==> src/rtl/servo_pwm_multi.sv <==
// servo_pwm_multi: multi-channel servo PWM from one shared frame counter.
// Positions are written any time and take effect only at frame boundaries, optionally slew-limited.
module servo_pwm_multi #(
    parameter int NUM_CH       = 4,
    parameter int POS_W        = 8,
    parameter int FRAME_CYCLES = 1000000,
    parameter int MIN_CYCLES   = 31000,
    parameter int STEP_CYCLES  = 392,
    parameter int SLEW_STEP    = 0,
    parameter int RESET_POS    = 128,
    localparam int CH_W        = NUM_CH > 1 ? $clog2(NUM_CH) : 1,
    localparam int WIDTH_W     = $clog2(FRAME_CYCLES) + 1
) (
    input  logic              clk,
    input  logic              rst_n,
    input  logic              enable,
    input  logic              wr_en,
    input  logic [CH_W-1:0]   wr_ch,
    input  logic [POS_W-1:0]  wr_pos,
    output logic              wr_err,
    output logic              frame_start,
    output logic [NUM_CH-1:0] pulse
);
    logic [WIDTH_W-1:0] cnt;
    logic [NUM_CH-1:0] hit;
    logic last, boundary;

    // 64-bit intermediate keeps the product exact before saturating below 100% duty
    function automatic logic [WIDTH_W-1:0] calc_w(input logic [POS_W-1:0] p);
        logic [63:0] f;
        f = 64'(MIN_CYCLES) + 64'(p) * 64'(STEP_CYCLES);
        return f > 64'(FRAME_CYCLES - 1) ? WIDTH_W'(FRAME_CYCLES - 1) : f[WIDTH_W-1:0];
    endfunction

    function automatic logic [POS_W-1:0] slew_to(input logic [POS_W-1:0] a, input logic [POS_W-1:0] t);
        logic [POS_W-1:0] d;
        d = t > a ? t - a : a - t;
        if (SLEW_STEP != 0 && 32'(d) > SLEW_STEP) d = POS_W'(SLEW_STEP);
        return t > a ? a + d : a - d;
    endfunction

    assign last     = cnt == WIDTH_W'(FRAME_CYCLES - 1);
    assign boundary = enable && last;

    always_ff @(posedge clk or negedge rst_n) begin
        if (!rst_n) begin
            cnt         <= '0;
            pulse       <= '0;
            frame_start <= 1'b0;
            wr_err      <= 1'b0;
        end else begin
            cnt         <= enable && !last ? cnt + 1'b1 : '0;
            pulse       <= enable ? hit : '0;
            frame_start <= enable && cnt == '0;
            wr_err      <= wr_en && 32'(wr_ch) >= NUM_CH;
        end
    end

    for (genvar i = 0; i < NUM_CH; i++) begin : g_ch
        logic [POS_W-1:0] target, active;
        logic [WIDTH_W-1:0] width;
        assign hit[i] = cnt < width;
        // boundary reads the pre-write target; a same-edge write lands one frame later
        always_ff @(posedge clk or negedge rst_n) begin
            if (!rst_n) begin
                target <= POS_W'(RESET_POS);
                active <= POS_W'(RESET_POS);
                width  <= calc_w(POS_W'(RESET_POS));
            end else begin
                if (wr_en && wr_ch == CH_W'(i)) target <= wr_pos;
                if (boundary) begin
                    active <= slew_to(active, target);
                    width  <= calc_w(slew_to(active, target));
                end
            end
        end
    end
endmodule

==> config.mk <==
export PLATFORM = sky130hd
export DESIGN_NAME = servo_pwm_multi
export DESIGN_NICKNAME = d
export VERILOG_FILES = /design/src/rtl/servo_pwm_multi.sv
export SDC_FILE = /design/constraint.sdc
export NUM_CORES = 1
export LEC_CHECK = 0
export BUFFER_PORTS_ARGS = -buffer_cell sky130_fd_sc_hd__buf_2
export CORE_MARGIN = 10
export CORE_UTILIZATION = 25
export DETAILED_ROUTE_END_ITERATION = 7
export PLACE_DENSITY_LB_ADDON = 0.25
export RECOVER_POWER = 50
export SYNTH_ARGS = -nofsm -noshare
export SYNTH_HDL_FRONTEND = slang
export SYNTH_SLANG_ARGS = --single-unit
==> constraint.sdc <==
create_clock -name clk -period 17.15 [get_ports clk]
set_clock_uncertainty 0.05 [all_clocks]
set_input_delay 1.715 -clock clk [delete_from_list [all_inputs] [get_ports clk]]
set_output_delay 1.715 -clock clk [all_outputs]
set_load 0.02 [all_outputs]
==> summary.txt <==
Outcome
  • Outcome: complete, but fails checks
  • Violated checks: max-capacitance violations, max-slew violations

Finish
  • Area grow syn2layout: 10.3%
  • Layout cells sized above 1: 10.1%
  • ANT cells: 0
  • Final-layout fill cell count: 6,220
  • Final nets: 1,924

Placement
  • Final HPWL DP: between 20,000 and 30,000 um
  • RePlAce Congestion: 0.815
  • Number of port buffers: 18

Die
  • Num rows: 89
  • Die width: between 200 and 300 um
  • Die area: 69,400 um2
  • IO Pins: 20
  • Initial Util: 25.2%
  • Die height: about 260 um
  • Core area: 58,900 um2

Clock network
  • Clock sink count: 150
  • H-tree Lvls: 4
  • Hold Buf Count CTS: 0
  • Later-pin clock latency in the skew report: about 450 ps
  • Root buffer cell: clkbuf_16
  • Maximum clock path buffer count: 2
  • CTS tree: done
  • Post-CTS Resized: 0
  • Post-CTS Setup Repair Bufs: 0
  • Clock buffer count from CTS: 17
  • Clk slew on worst S/H paths: about 60 ps

Setup path
  • RR Startpoint: g_ch[2].target[0]$_DFFE_PN0P_
  • Max stage delay on crit path: 470 ps
  • WP data required: 17,450 ps
  • Max FO, Critical Path: 12
  • Critical Path Most Common Cell: xor2_1
  • Worst EP arrival: 7900 ps
  • Internal reg-to-reg setup slack: around 9500 ps
  • Crit. Startpoint: g_ch[2].target[0]$_DFFE_PN0P_
  • Critical Path Sink Type: flop
  • Reg2reg path depth: 36
  • Nature of the critical path startpoint: flop
  • R2R Path End: g_ch[2].width[16]$_DFFE_PN1P_
  • CP delay by family, top: XOR/XNOR gates
  • Buf/Inv on CP: 2
  • CP Class: reg2reg
  • Worst path slowest cell: fa_1

Synth
  • Total number of yosys warnings: 0
  • Most numerous cell in the Yosys netlist: ha_1
  • Register area share after synthesis: approximately 26%
  • Mean Syn Cell Area: a little over 9 um2
  • Syn Nets: approximately 1,900
  • Synth top area cells: ha_1 (22%), dfrtp_1 (19%), dfstp_2 (7.1%)
  • Synth async-reset ratio: 100%
  • Top post-synthesis cells by count: ha_1 (266), inv_1 (174), nand2_1 (120)
  • Primary FF master, synth: dfrtp_1
  • Seq cells post-synth: 150
  • Synth unique cells: 76
  • Post-synth EDFFs: 0
  • Area leader, netlist: ha_1
  • Post-synth top area share: 22.5%
  • Post-synthesis cell area: 14,800 um2
  • Mapped Cells: around 1,600

Route
  • WL final: 33,900 um
  • DRT Pass-1 Iters: 5
  • Post-route ant nets: 0
  • DRC violations left: 0
  • Number of vias per cell: 4.46
  • Post-DR wirelength/cell: 14.0 um
  • Routed vias: 10,800
  • Initial drt markers: 474

GRT
  • GRT Overall Usage: 9.90%
  • Largest net degree at the start of global routing: 97
  • First-pass GRT wire length: 56,900 um
  • Global routing's busiest layer: met2
  • GR Util met2: 16.5%
  • Initial antenna violation count: 0
  • Grt met1 use: 13.0%
  • Grt total ovfl: 0
  • Number of global-route vias before repair: 11,000
  • Global Route met3 Usage: about 1.2%

Timing
  • # setup viols final: 0
  • Fmax: 132 MHz
  • Slew @ Worst Pin: 3460 ps
  • RSZ-0062 raised after global routing: false
  • Final setup TNS: 0 ps
  • Rel. slew slack: -130%
  • Fin Hold WS: 408 ps
  • Final period util: 44.3%
  • Pins Over Slew Limit: ~160
  • Final hold vios: 0
  • Minimum clock period: 7600 ps

Worst hold path
  • Hold Path Origin: g_ch[1].width[16]$_DFFE_PN1P_
  • Hold Path Depth: 2
  • Worst Hold End: g_ch[1].width[16]$_DFFE_PN1P_
  • Worst min path class: reg2reg

Flow run
  • Max-Cap Viols: 3
## layout by cell type, fill, tap and decap left out, types with 4 or more instances in the layout
cell type,count
ha_1,266
inv_1,174
nand2_1,119
o21ai_0,111
dfrtp_1,110
a21oi_1,107
xnor2_1,94
xor2_1,87
nor2_1,80
a21o_1,55
mux2_2,48
dfstp_2,40
mux2i_1,23
nor2b_1,20
nand3_1,19
o21bai_1,17
clkbuf_16,17
fa_1,16
and2_1,14
buf_2,14
nand2b_1,13
nor3_1,13
nand4_1,12
o211ai_1,12
o21a_1,10
a31oi_1,9
a211oi_1,9
and3_1,9
nor4_1,9
and4_1,8
clkbuf_1,8
nand3b_1,6
or3_1,6
or2_2,6
o21ai_1,4
nor3b_1,4
bufinv_16,4
## how the worst max path moves through the flow
stage	to	slack (ps)	cells after the start
3_5_place_dp	g_ch[2].width[16]$_DFFE_PN1P_	9600	36
4_1_cts	g_ch[2].width[16]$_DFFE_PN1P_	9580	36
6_report	g_ch[2].width[16]$_DFFE_PN1P_	9550	36
3_3_place_gp	g_ch[2].width[16]$_DFFE_PN1P_	9710	36
2_1_floorplan	g_ch[2].width[16]$_DFFE_PN1P_	10180	38
5_1_grt	g_ch[2].width[16]$_DFFE_PN1P_	8840	36
## worst register-to-register path, delay by kind of cell (launching register included)
family / cells / cell delay (ps)
simple gates: 9 / 1500
flops: 1 / 390
xor+xnor: 9 / 1970
buf+inv: 2 / 120
fa+ha+maj: 5 / 1610
compound gates: 11 / 1860
## per-stage QoR
step,worst slack [ps],cell area (um2),std cells,util [%]
2_1_floorplan,10180,14800,1625,-
3_3_place_gp,9710,15700,2382,26.7
3_5_place_dp,9600,15700,2382,26.7
4_1_cts,9580,16400,2414,27.8
5_1_grt,8840,16400,2414,27.8
6_report,9550,16400,2414,27.8
## metal layers
metal	vias up	share of wire, %
met5	-	0
met4	0	1.6
met3	22	1.6
met2	106	46
met1	5043	51
li1	5599	-
## flip-flops by register name, summed over array words and instances (netlist names)
signal and flops:
cnt 21, pulse 4, frame_start 1, g_ch.target 32, g_ch.active 32, g_ch.width 60
## area by class of cell
type                            count  area, um2  area share (%)
Clock inverter                     11        174            1.06
Timing Repair Buffer               22        104           0.635
Inverter                          174        653            3.99
Clock buffer                       21        470            2.88
Multi-Input combinational cell   1263      10200            62.3
Sequential cell                   150       3800            23.3
Tap cell                          773        967            5.92
## kinds of logic after synthesis
kind of cell               synth area share [%]
muxes                                      5.30
DFF                                        25.7
and+or+nand+nor                            11.7
adders and majority gates                  24.6
other                                    0.0253
xor gates and xnor gates                   11.6
AOI/OAI and AO/OA                          15.3
buffers and inverters                      5.70
Power is left out: the tool's default activity adds up to more than one toggle a clock period on the data nets, which glitch-free logic cannot reach.
